===== src/rtl/mux_arb_pkg.sv =====
// Shared types and constants for the round-robin mux arbiter.
// Optional feature macro: MUX_ARB_PRIORITY_EN (fixed high priority for req[0]).
package mux_arb_pkg;

   typedef enum logic {
      IDLE  = 1'b0,
      GRANT = 1'b1
   } arb_state_t;

   localparam int ARB_SEL_W        = 32'd2;
   localparam int ARB_NUM_REQ      = 32'd4;
   localparam int ARB_MAX_HOLD_DEF = 32'd8;

   // One-hot grant vector from a binary requester index.
   function automatic logic [ARB_NUM_REQ-1:0] onehot_from_idx(input logic [ARB_SEL_W-1:0] idx);
      logic [ARB_NUM_REQ-1:0] one;
      one = {{(ARB_NUM_REQ-1){1'b0}}, 1'b1};
      return one << idx;
   endfunction

endpackage


===== src/rtl/mux_arb_rr_pick.sv =====
// Combinational round-robin selection: first active request after last_owner.
// Optional feature macro: MUX_ARB_PRIORITY_EN (req[0] wins every pick).
module rr_pick
   import mux_arb_pkg::*;
#(
   parameter int SEL_W   = ARB_SEL_W,
   parameter int NUM_REQ = ARB_NUM_REQ
) (
   input  logic [NUM_REQ-1:0] req,
   input  logic [SEL_W-1:0]   last_owner,
   output logic [SEL_W-1:0]   pick_idx,
   output logic               pick_valid
);

   // Walk offsets from farthest to nearest so the nearest active request overrides.
   always_comb begin
      logic [SEL_W-1:0] cand;
      pick_idx   = last_owner;
      pick_valid = 1'b0;
      cand       = last_owner;
      for (int off = NUM_REQ; off >= 1; off--) begin
         cand       = last_owner + SEL_W'(off);
         pick_idx   = req[cand] ? cand : pick_idx;
         pick_valid = pick_valid | req[cand];
      end
`ifdef MUX_ARB_PRIORITY_EN
      pick_idx   = req[0] ? {SEL_W{1'b0}} : pick_idx;
      pick_valid = pick_valid | req[0];
`endif
   end

endmodule


===== src/rtl/mux_rr_arbiter.sv =====
// Round-robin arbiter driving the select of a shared 4:1 mux, with a bounded
// tenure (hold counter) and a timeout pulse when a tenure expires.
// Optional feature macro: MUX_ARB_PRIORITY_EN (handled inside rr_pick).
module mux_rr_arbiter
   import mux_arb_pkg::*;
#(
   parameter int SEL_W    = ARB_SEL_W,
   parameter int NUM_REQ  = ARB_NUM_REQ,
   parameter int MAX_HOLD = ARB_MAX_HOLD_DEF,
   parameter int HOLD_W   = 32'd8
) (
   input  logic               clk,
   input  logic               rst_n,
   input  logic [NUM_REQ-1:0] req,
   output logic [NUM_REQ-1:0] grant,
   output logic [SEL_W-1:0]   selector,
   output logic               grant_valid,
   output logic               timeout
);

   arb_state_t        state;
   logic [HOLD_W-1:0] hold_cnt;
   logic [SEL_W-1:0]  last_owner;
   logic [SEL_W-1:0]  search_base;
   logic [SEL_W-1:0]  pick_idx;
   logic              pick_valid;
   logic              drop;
   logic              expire;
   logic              rel;

   // While granted, a pick only matters on release, when the current owner becomes last_owner.
   always_comb begin
      search_base = (state == GRANT) ? selector : last_owner;
      drop        = ~req[selector];
      expire      = (hold_cnt == HOLD_W'(MAX_HOLD - 1));
      rel         = drop | expire;
   end

   rr_pick #(
      .SEL_W   (SEL_W),
      .NUM_REQ (NUM_REQ)
   ) u_pick (
      .req        (req),
      .last_owner (search_base),
      .pick_idx   (pick_idx),
      .pick_valid (pick_valid)
   );

   // Arbitration FSM, hold counter and all registered outputs.
   always_ff @(posedge clk or negedge rst_n) begin
      if (!rst_n) begin
         state       <= IDLE;
         hold_cnt    <= {HOLD_W{1'b0}};
         last_owner  <= SEL_W'(NUM_REQ - 1);
         grant       <= {NUM_REQ{1'b0}};
         selector    <= {SEL_W{1'b0}};
         grant_valid <= 1'b0;
         timeout     <= 1'b0;
      end else begin
         case (state)
            IDLE: begin
               timeout  <= 1'b0;
               hold_cnt <= {HOLD_W{1'b0}};
               if (pick_valid) begin
                  state       <= GRANT;
                  grant       <= onehot_from_idx(pick_idx);
                  selector    <= pick_idx;
                  grant_valid <= 1'b1;
               end else begin
                  grant       <= {NUM_REQ{1'b0}};
                  grant_valid <= 1'b0;
               end
            end
            GRANT: begin
               if (rel) begin
                  // A drop takes precedence over expiry: no timeout pulse then.
                  timeout    <= expire & ~drop;
                  last_owner <= selector;
                  hold_cnt   <= {HOLD_W{1'b0}};
                  if (pick_valid) begin
                     grant    <= onehot_from_idx(pick_idx);
                     selector <= pick_idx;
                  end else begin
                     state       <= IDLE;
                     grant       <= {NUM_REQ{1'b0}};
                     grant_valid <= 1'b0;
                  end
               end else begin
                  timeout  <= 1'b0;
                  hold_cnt <= hold_cnt + HOLD_W'(1);
               end
            end
            default: begin
               state       <= IDLE;
               hold_cnt    <= {HOLD_W{1'b0}};
               grant       <= {NUM_REQ{1'b0}};
               grant_valid <= 1'b0;
               timeout     <= 1'b0;
            end
         endcase
      end
   end

endmodule


===== config.mk =====
export PLATFORM = sky130hd
export DESIGN_NAME = mux_rr_arbiter
export DESIGN_NICKNAME = d
export VERILOG_FILES = /design/src/rtl/mux_arb_pkg.sv /design/src/rtl/mux_arb_rr_pick.sv /design/src/rtl/mux_rr_arbiter.sv
export SDC_FILE = /design/constraint.sdc
export NUM_CORES = 1
export LEC_CHECK = 0
export ABC_AREA = 1
export BUFFER_PORTS_ARGS = -buffer_cell sky130_fd_sc_hd__buf_2
export CAP_MARGIN = 20
export CORE_ASPECT_RATIO = 1.1
export CORE_MARGIN = 2
export CORE_UTILIZATION = 44
export CTS_CLUSTER_SIZE = 25
export DETAILED_ROUTE_END_ITERATION = 6
export HOLD_SLACK_MARGIN = 0.02
export SLEW_MARGIN = 20
export SYNTH_ARGS = -nofsm -noshare
export SYNTH_HDL_FRONTEND = slang
export SYNTH_HIERARCHICAL = 1
export SYNTH_SLANG_ARGS = --single-unit

===== constraint.sdc =====
create_clock -name clk -period 5.65 [get_ports clk]
set_clock_uncertainty 0.1 [all_clocks]
set_input_delay 0.565 -clock clk [delete_from_list [all_inputs] [get_ports clk]]
set_output_delay 0.565 -clock clk [all_outputs]
set_load 0.02 [all_outputs]

=== Word-level counts from Yosys, hierarchy flattened ===
Cells that the tools add are included.

* $add $sub $neg: 4
* Magnitude comparators: 5
* Eq/ne operators: 3
* Shift-type cells: 1
* Multiplexer cells: 30
* Bitwise gates (word level): 7
* Reductions and logical operators: 2

{| class="wikitable"
|+ Operator list
! cell !! number
|-
| case mux 8 bit (2 select lines) || 1
|-
| < comparator 2 x 3 -> 1 bit, second input constant || 5
|-
| 2-to-1 mux 2 bit || 6
|-
| binary-select mux 1 bit (select 2 bit) || 5
|-
| 2-to-1 mux 1 bit || 10
|-
| adder 8 x 1 -> 8 bit, second input constant || 1
|-
| == test 8 x 3 -> 1 bit, second input constant || 1
|-
| 2-to-1 mux 4 bit || 2
|-
| 2-to-1 mux 8 bit || 1
|-
| case mux 4 bit (2 select lines) || 1
|-
| case mux 1 bit (2 select lines) || 3
|-
| adder 2 bit, second input constant || 2
|-
| OR 1 bit || 4
|-
| case mux 2 bit (2 select lines) || 1
|-
| AND reduction 2 bit || 2
|-
| << shifter 1 x 2 -> 4 bit, first input constant || 1
|-
| adder 2 x 1 -> 2 bit, second input constant || 1
|-
| != test 2 x 1 -> 1 bit, second input constant || 1
|-
| != test 2 bit, second input constant || 1
|-
| NOT 1 bit || 2
|-
| bitwise AND 1 bit || 1
|}

* Register bits: 19
* Input port bits: 6
* Output and inout port bits: 8
* Word-level logic and storage cells: 59

=== Longest topological paths before layout ===
Gate-level depths: netlist of the first run.

* Word-level depth: 11
* Depth in mapped cells: 19
* Mapped depth without buffers: 18

=== Hierarchy ===
Netlist of the first run, hierarchy kept.

{| class="wikitable"
|+ Modules (own cells, without submodules)
! module !! times used !! cells an instance !! area each (um2) !! seq. area each (um2)
|-
| mux_rr_arbiter || 1 || 116 || 937.1 || 478.0
|-
| rr_pick || 1 || 46 || 214.0 || 0.0
|}

=== Least setup slack after synthesis of the first run ===
OpenSTA, ideal clock, no wires.

* Path type: flip-flop to flip-flop
* Start point: register selector[1]
* End point: register grant[1]
* Library setup time: 0.117 ns
* Arrival time: 1.833 ns
* Required time: 5.433 ns
* Setup slack: 3.600 ns
* Stages on the path, launching flop included: 14
* Path buffers: 0
* Period minus slack after synthesis: 2.050 ns
* Path through: dfrtp_1 -> inv_1 -> o21ai_0 -> inv_1 -> nand2_1 -> nand2_2 -> nand2_1 -> nand2_1 -> inv_2 -> nand4_1 -> inv_1 -> nor3_1 -> nand2_1 -> nand2_1

* Elaborated cells on any way between the ends: 27
* Those cells by class: add/sub (3); eq/ne (1); shift (1); mux (17); bitwise (5)

{| class="wikitable"
|+ RTL lines
! item !! line !! text
|-
| start, declared || mux_rr_arbiter.sv:16 || <nowiki>output logic [SEL_W-1:0] selector,</nowiki>
|-
| start signal, assigned || mux_rr_arbiter.sv:56 || <nowiki>selector <= {SEL_W{1'b0}};</nowiki>
|-
| start signal, assigned || mux_rr_arbiter.sv:67 || <nowiki>selector <= pick_idx;</nowiki>
|-
| start signal, assigned || mux_rr_arbiter.sv:82 || <nowiki>selector <= pick_idx;</nowiki>
|-
| 2-to-1 mux 2 bit (*) || mux_rr_arbiter.sv:33 || <nowiki>search_base = (state == GRANT) ? selector : last_owner;</nowiki>
|-
| net search_base[1] || mux_rr_arbiter.sv:24 || <nowiki>logic [SEL_W-1:0] search_base;</nowiki>
|-
| adder 2 bit || mux_arb_rr_pick.sv:22 || <nowiki>cand = last_owner + SEL_W'(off);</nowiki>
|-
| binary-select mux 1 bit (select 2 bit) || mux_arb_rr_pick.sv:24 || <nowiki>pick_valid = pick_valid | req[cand];</nowiki>
|-
| 2-to-1 mux 1 bit (implied by the code) || mux_arb_rr_pick.sv:24 ||
|-
| OR 1 bit (2 in a row) || mux_arb_rr_pick.sv:24 ||
|-
| OR 1 bit (*) || mux_arb_rr_pick.sv:24 ||
|-
| net pick_valid || mux_rr_arbiter.sv:26 || <nowiki>logic pick_valid;</nowiki>
|-
| 2-to-1 mux 4 bit (*) || mux_rr_arbiter.sv:64, mux_rr_arbiter.sv:80 ||
|-
| 2-to-1 mux 4 bit || mux_rr_arbiter.sv:75 || <nowiki>if (rel) begin</nowiki>
|-
| case mux 4 bit (2 select lines) (*) || mux_rr_arbiter.sv:60 || <nowiki>case (state)</nowiki>
|-
| end signal, assigned || mux_rr_arbiter.sv:66 || <nowiki>grant <= onehot_from_idx(pick_idx);</nowiki>
|-
| end signal, assigned || mux_rr_arbiter.sv:81 || <nowiki>grant <= onehot_from_idx(pick_idx);</nowiki>
|-
| end signal, assigned || mux_rr_arbiter.sv:85 || <nowiki>grant <= {NUM_REQ{1'b0}};</nowiki>
|-
| end, declared || mux_rr_arbiter.sv:15 || <nowiki>output logic [NUM_REQ-1:0] grant,</nowiki>
|}

The timed path passes the listed nets; every way through them passes the cells marked *. The select of a mux whose other input is x is not followed.
A chain may end at the register's enable or synchronous reset.

=== Final worst setup path of the first run ===
* Start point: register state
* End point: register grant[3]

* Cells in the longest elaborated chain, start to end: 11
* Elaborated cells on any way between the ends: 24
* Those cells by class: add/sub (3); eq/ne (1); shift (1); mux (15); bitwise (4)

{| class="wikitable"
|+ RTL lines
! item !! line !! text
|-
| start, declared || mux_rr_arbiter.sv:21 || <nowiki>arb_state_t state;</nowiki>
|-
| start signal, assigned || mux_rr_arbiter.sv:52 || <nowiki>state <= IDLE;</nowiki>
|-
| start signal, assigned || mux_rr_arbiter.sv:65 || <nowiki>state <= GRANT;</nowiki>
|-
| start signal, assigned || mux_rr_arbiter.sv:84 || <nowiki>state <= IDLE;</nowiki>
|-
| 2-to-1 mux 2 bit (*) || mux_rr_arbiter.sv:33 ||
|-
| net search_base[0] || mux_rr_arbiter.sv:24 ||
|-
| adder 2 bit || mux_arb_rr_pick.sv:22 ||
|-
| binary-select mux 1 bit (select 2 bit) || mux_arb_rr_pick.sv:23 || <nowiki>pick_idx = req[cand] ? cand : pick_idx;</nowiki>
|-
| 2-to-1 mux 1 bit (implied by the code) || mux_arb_rr_pick.sv:23 ||
|-
| 2-to-1 mux 2 bit (2 in a row) || mux_arb_rr_pick.sv:23 ||
|-
| 2-to-1 mux 2 bit (*) || mux_arb_rr_pick.sv:23 ||
|-
| net pick_idx[1] || mux_rr_arbiter.sv:25 || <nowiki>logic [SEL_W-1:0] pick_idx;</nowiki>
|-
| << shifter 1 x 2 -> 4 bit (*) || mux_arb_pkg.sv:18 || <nowiki>return one << idx;</nowiki>
|-
| 2-to-1 mux 4 bit (*) || mux_rr_arbiter.sv:64, mux_rr_arbiter.sv:80 ||
|-
| 2-to-1 mux 4 bit || mux_rr_arbiter.sv:75 ||
|-
| case mux 4 bit (2 select lines) (*) || mux_rr_arbiter.sv:60 ||
|}

Marked as above.

==> run summary, run 1 <==
unrepaired setup endpoints after global routing - no
Critical-path top delay cell - o21ai_1
f_max - 409 MHz
nets@finish - 186
Post-Route WL - 2.23 mm
port buffer count - 13
MaxCap Viol Count - 0
Worst path most repeated cell - nand2_1
Post-Syn Instances - 162
crit start category - register
top-area cell type share of the netlist area - 37.0%
Hold Path Class - in2async
via count - 995
Syn Nets - 170
# rows - 19
peak supply drop - 365 µV
CTS Buffer Depth - 2
Die H - 57.6 µm
Syn Area/Cell - 7.11 µm²
vias in the first global route - 900
Worst R2R Path Depth - 12
GRT Total Usage - 17.3%
Ant. Diodes - 0
CTS tree - done
Syn. warnings - 6
first-pass GRT wire length - 3.92 mm
DR pass1 iterations - 4
top cells by area, synth - dfrtp_1, nand2_1, inv_1
Netlist Area Pre-Place - 1150 µm²
post-cts resize count - 0
proportion of layout cells with a drive suffix above 1 - 20.3%
Final Hold Vio Count - 0
Congestion Overflow GR - 0
Cell variety after synth - 25
Leakage - 0.726 nW
Synth area leader - dfrtp_1
CTS hold repair buffers - 0
status - finished clean
Setup Fix Bufs, Post-CTS - 0
sequential fraction of the synthesis area - 41.5%
clk slew on worst S/H paths - 0.12 ns
Routed Antenna Nets - 0
largest net degree at the start of global routing - 20
DRT iter0 DRCs - 35
critical path peak fanout - 10
reg2reg start - state$_DFF_PN0_
TritonCTS buffer count - 3
CP startpoint - state$_DFF_PN0_
DR WL/cell - 10.7 µm
Slew headroom - 49.4%
Tot Pwr - 0.783 mW
die area - 3040 µm²
Max Slew Vio Count - 0
crit path cell chain - inv_1 > o21ai_1 > nand2_1 > nand2_2 > nand2_2 > o21ai_0 > a21oi_1 > a21oi_1 > nand2_1 > nor2_1 > nand2_1 > nand2_1
critical path capture point type - register
routability cong. - 0.804
Vias/cell - 4.78
period utilisation layout - 43.3%
Seq. cell area - 478 µm²
final setup TNS - 0 ns
Skew-Pair Late Insertion Delay - 0.30 ns
post-DP HPWL - 1.70 mm
endpoints failing setup - 0
antenna violations before repair - 0
Worst Tran Pin Value - 0.753 ns
largest stage delay on the critical path - 0.61 ns
CTS root buffer - clkbuf_4
initial cell density of the core - 46.1%
pwr/cell area - 623 nW/µm²
footprint of the multi-input gates - 547 µm²
Period minus WS final - 2.45 ns
drt drc - 0
Crit Path Class - reg2reg
Fill cells - 264
Arr. time, crit path - 2.60 ns
Chip Width - 52.8 µm
clk sinks - 19
core area - 2500 µm²
CP Data Required Time - 5.80 ns
synth-to-layout area growth - 9.13%
Yosys reg bits - 19
IO Count - 14
CTS H-Tree Depth - 1
[kinds of logic (layout without fill, tap and decap cells)]
kind of cell               after synthesis  after routing  synth area share (%)
adders and majority gates                2              2                  2.17
DFF                                     19             19                  41.5
and+or+nand+nor                        101            101                  38.9
AOI/OAI and AO/OA                       11             11                  5.65
xor gates and xnor gates                 1              1                 0.761
buffers and inverters                   28             43                  11.0
[synth_stat cells, drive strengths merged]
cell	instances
a21oi	4
a22oi	1
buf	2
dfrtp	17
dfstp	2
ha	2
inv	26
nand2	67
nand3	10
nand4	2
nor2	15
nor3	6
nor3b	1
o21ai	6
xor2	1
[final cells by class]
cell class,instances,share of cell area [%]
Clock buffer,3,1.79
Clock inverter,1,0.398
Inverter,26,7.97
Multi-Input combinational cell,115,43.5
Sequential cell,19,38.0
Tap cell,31,3.09
Timing Repair Buffer,13,5.18
[sequential cells by signal (all words and copies together) (netlist names)]
signal / cells
grant: 4
state: 1
timeout: 1
hold_cnt: 8
selector: 2
grant_valid: 1
last_owner: 2
[report_power, final]
group	internal, mW	switching, mW
clock network	0.0264	0.0451
registers	0.184	0.0311
logic	0.157	0.338
total	0.368	0.414
[cells in the final DEF (no fill, tap or decap), types with 2 or more instances in the layout]
cell type | synthesis | layout
a21oi_1 | 3 | 3
buf_2 | 0 | 13
clkbuf_4 | 0 | 3
dfrtp_1 | 17 | 17
dfstp_2 | 2 | 2
ha_1 | 2 | 2
inv_1 | 20 | 20
inv_2 | 5 | 5
nand2_1 | 63 | 63
nand2_2 | 4 | 4
nand3_1 | 8 | 8
nand4_1 | 2 | 2
nor2_1 | 14 | 14
nor3_1 | 4 | 4
nor3_2 | 2 | 2
o21ai_0 | 5 | 4
[worst max-delay path, delay by kind of cell (launching register included)]
family / cells / cell delay (ns)
AOI/OAI and AO/OA: 4 / 1.07
and+or+nand+nor: 7 / 0.67
DFF: 1 / 0.43
buffers and inverters: 1 / 0.12
[final timing paths]
path | end | slack, ns
worst max-delay path | grant[3]$_DFFE_PN0P_ | 3.20
worst min-delay path | state$_DFF_PN0_ | 0.08
worst max register to register | grant[3]$_DFFE_PN0P_ | 3.20
worst min register to register | grant[2]$_DFFE_PN0P_ | 0.38
max in group asynchronous | last_owner[0]$_DFFE_PN1P_ | 5.05
min in group clk | grant[2]$_DFFE_PN0P_ | 0.38
[metal layers]
layer | up-vias | GRT usage (%) | share of wire, %
li1 | 525 | - | -
met3 | 4 | 3.09 | 3.8
met1 | 442 | 25.8 | 49
met2 | 24 | 24.8 | 45
met4 | 0 | 6.59 | 1.6
met5 | - | 0 | 0
[through the flow]
| step | utilization [%] | cells | hold WS (ns) | area, µm² | setup slack (ns) |
|---|---|---|---|---|---|
| floorplan | - | 162 | 0.169 | 1150 | 3.60 |
| global placement | 49.2 | 204 | 0.355 | 1230 | 2.98 |
| detailed placement | 49.2 | 204 | 0.357 | 1230 | 2.92 |
| CTS | 50.3 | 208 | 0.0899 | 1260 | 2.89 |
| global route | 50.3 | 208 | 0.111 | 1260 | 2.94 |
| finish | 50.3 | 208 | 0.0780 | 1260 | 3.20 |
No activity file was read; power rests on OpenSTA's default activity.
==> run 2: changes to the inputs <==
--- a/config.mk
+++ b/config.mk
@@ -5,7 +5,7 @@
 export SDC_FILE = /design/constraint.sdc
 export NUM_CORES = 1
 export LEC_CHECK = 0
-export ABC_AREA = 1
+export ABC_AREA = 0
 export BUFFER_PORTS_ARGS = -buffer_cell sky130_fd_sc_hd__buf_2
 export CAP_MARGIN = 20
 export CORE_ASPECT_RATIO = 1.1
==> constraint.sdc (replaced) <==
create_clock -name clk -period 2.4 [get_ports clk]
set_clock_uncertainty 0.1 [all_clocks]
set_input_delay 0.24 -clock clk [delete_from_list [all_inputs] [get_ports clk]]
set_output_delay 0.24 -clock clk [all_outputs]
set_load 0.02 [all_outputs]
==> run 2 against run 1 <==
  * Sequential power grew 130%
  * Cell area shrank 12%
  * Combinational power grew 18%
  * Core utilization grew 3.0 points
  * Flip-flop and latch count is the same
  * Largest cell class is now sequential cells
==> run summary, run 2 <==
Hold Path Class - in2async
DR pass1 iterations - 4 (unchanged)
Tot Pwr - 1.24 mW (+58%)
top cells by area, synth - dfrtp_1, mux2_2, mux2_4
Post-Syn Instances - 86 (-47%)
most frequent cells in the layout - dfrtp_1, buf_2, nor2_1
peak supply drop - 639 µV (+75%)
CP Data Required Time - 2.48 ns (-3.32 ns)
placed cell area - 1060 µm² (-13%)
vias in the first global route - 694 (-23%)
capturing point of the worst reg2reg path - grant[1]$_DFFE_PN0P_
initial cell density of the core - 47.5% (+1.4 points)
most common cell in the netlist - dfrtp_1
worst path bufs/invs - 0 (-1)
Leakage - 0.555 nW (-24%)
core area - 2060 µm² (-17%)
crit start category - register
synth-to-layout area growth - 12.4%
Crit Path Class - reg2reg
Worst setup endpoint - grant[1]$_DFFE_PN0P_
MaxCap Viol Count - 0 (unchanged)
sequential fraction of the synthesis area - 48.8% (+7.3 points)
Largest Register - hold_cnt
Worst R2R Path Depth - 5 (-7)
GRT Total Usage - 16.2% (-1.1 points)
R2R Setup Slk - 0.34 ns (-2.86 ns)
CP startpoint - hold_cnt[0]$_DFF_PN0_
f_max - 485 MHz (+19%)
critical path peak fanout - 7 (-3)
Synth top cells by count - dfrtp_1, nor2_1, inv_1, mux2_2, and3_1
Syn Area/Cell - 11.4 µm² (+60%)
Syn. warnings - 6 (unchanged)
pwr/cell area - 1120 nW/µm² (+80%)
Congestion Overflow GR - 0 (unchanged)
die area - 2620 µm² (-14%)
crit path cell chain - ha_1 > nor4b_1 > and3_1 > or3_1 > mux2_4
Worst path top cell family by delay - simple AND/OR/NAND/NOR gates
Max Slew Vio Count - 0 (unchanged)
reg2reg start - hold_cnt[0]$_DFF_PN0_
Ant. Diodes - 0 (unchanged)
Syn Nets - 94 (-45%)
proportion of layout cells with a drive suffix above 1 - 31.1% (+11 points)
Period minus WS final - 2.06 ns (-0.388 ns)
antenna violations before repair - 0 (unchanged)
commonest non-fill, non-tap cell in the layout - dfrtp_1
clk slew on worst S/H paths - 0.10 ns (-0.02 ns)
largest net degree at the start of global routing - 20 (unchanged)
Critical-path top delay cell - or3_1
Worst Tran Pin Value - 0.419 ns (-0.334 ns)
nets@finish - 112 (-40%)
Final Hold Vio Count - 0 (unchanged)
Post-Route WL - 1.71 mm (-23%)
Yosys reg bits - 19 (unchanged)
drt drc - 0 (unchanged)
clk sinks - 19 (unchanged)
ys flop type - dfrtp_1
Slew headroom - 72.0% (+23 points)
endpoints failing setup - 0 (unchanged)
Post-Layout Inst Area - 1100 µm² (-12%)
fin util - 53.4% (+3.0 points)
IO Count - 14 (unchanged)
largest stage delay on the critical path - 0.49 ns (-0.12 ns)
post-cts resize count - 0 (unchanged)
TritonCTS buffer count - 3 (unchanged)
Chip Width - 49.0 µm (-7.2%)
Routed Antenna Nets - 0 (unchanged)
CTS H-Tree Depth - 1 (unchanged)
DR WL/cell - 13.0 µm (+22%)
final setup TNS - 0 ns (unchanged)
max reg flops - 8 (unchanged)
Async S/R FF share, synth - 100% (unchanged)
Largest regs - hold_cnt: 8 flops, grant: 4 flops
via count - 666 (-33%)
CTS root buffer - clkbuf_4
Skew-Pair Late Insertion Delay - 0.29 ns (about the same)
Vias/cell - 5.08 (+6.3%)
Synth area leader - dfrtp_1
# rows - 17 (-2)
Arr. time, crit path - 2.14 ns (-0.46 ns)
CTS Buffer Depth - 2 (unchanged)
routability cong. - 0.757 (-5.9%)
CTS tree - done
Netlist Area Pre-Place - 980 µm² (-15%)
number of synthesized flops with an enable pin - 0 (unchanged)
post-DP HPWL - 1.29 mm (-24%)
port buffer count - 13 (unchanged)
CP Depth - 5 (-7)
DRT iter0 DRCs - 10 (-71%)
Cell variety after synth - 32 (+28%)
period utilisation layout - 85.8% (+43 points)
critical path capture point type - register
status - finished clean
Die H - 53.5 µm (-7.2%)
unrepaired setup endpoints after global routing - no
first-pass GRT wire length - 3.13 mm (-20%)
Hold Slack - 0.308 ns (+0.230 ns)
top-area cell type share of the netlist area - 43.4% (+6.5 points)
run 2: cell count changes after synthesis, sizes merged, moves of 4 or more:
cell,before,now
mux2,0,10
and3,0,5
nand2,67,2
nor2,15,11
nor3,6,2
inv,26,7
nand3,10,2
o21ai,6,1
run 2: final cells by class:
type	count	area, µm²
clock buffers	4	26.3
inverters	7	26.3
flip-flops and latches	19	478
repair buffers	15	82.6
multi-input cells	58	453
fillers	202	962
well taps	28	35.0
run 2: logic make-up after synthesis:
kind of cell / after synthesis / synth area share [%]
AO/OA/AOI/OAI: 8 / 6.13
adder cells (fa/ha/maj): 2 / 2.55
flip-flops: 19 / 48.8
buffers and inverters: 9 / 4.98
XOR/XNOR: 6 / 5.36
AND/OR/NAND/NOR: 30 / 15.8
multiplexers: 12 / 16.3
run 2: routing by layer:
layer	wire, µm	vias to the layer above	share of wire, %	track usage [%]
li1	-	330	-	-
met1	763	324	45	19.0
met2	889	10	52	28.8
met3	46	2	2.7	2.54
met4	10	0	0.59	8.57
met5	0	-	0	0
run 2: metrics by stage:
stage               setup WS, ns  instances
detailed placement         0.356        126
finish                     0.340        131
CTS                        0.326        131
global placement           0.353        126
global route               0.239        131
floorplan                  0.442         86
run 2: report_power, final:
group,switching [mW],internal [mW]
registers,0.0756,0.425
logic,0.291,0.293
clock network,0.0894,0.0646
run 2: worst min-delay path by stage:
| stage | end | cells past startpoint |
|---|---|---|
| after floorplan | grant[0]$_DFFE_PN0P_ | 0 |
| after global placement | hold_cnt[6]$_DFF_PN0_ | 1 |
| after detailed placement | hold_cnt[3]$_DFF_PN0_ | 1 |
| after CTS | hold_cnt[6]$_DFF_PN0_ | 2 |
| after global routing | hold_cnt[5]$_DFF_PN0_ | 2 |
| final | hold_cnt[4]$_DFF_PN0_ | 2 |
run 2: what timing repair did:
action,4_1_cts,5_1_grt
endpoints found under the hold margin,17,0
setup buffers,0,0
hold buffers,1,0
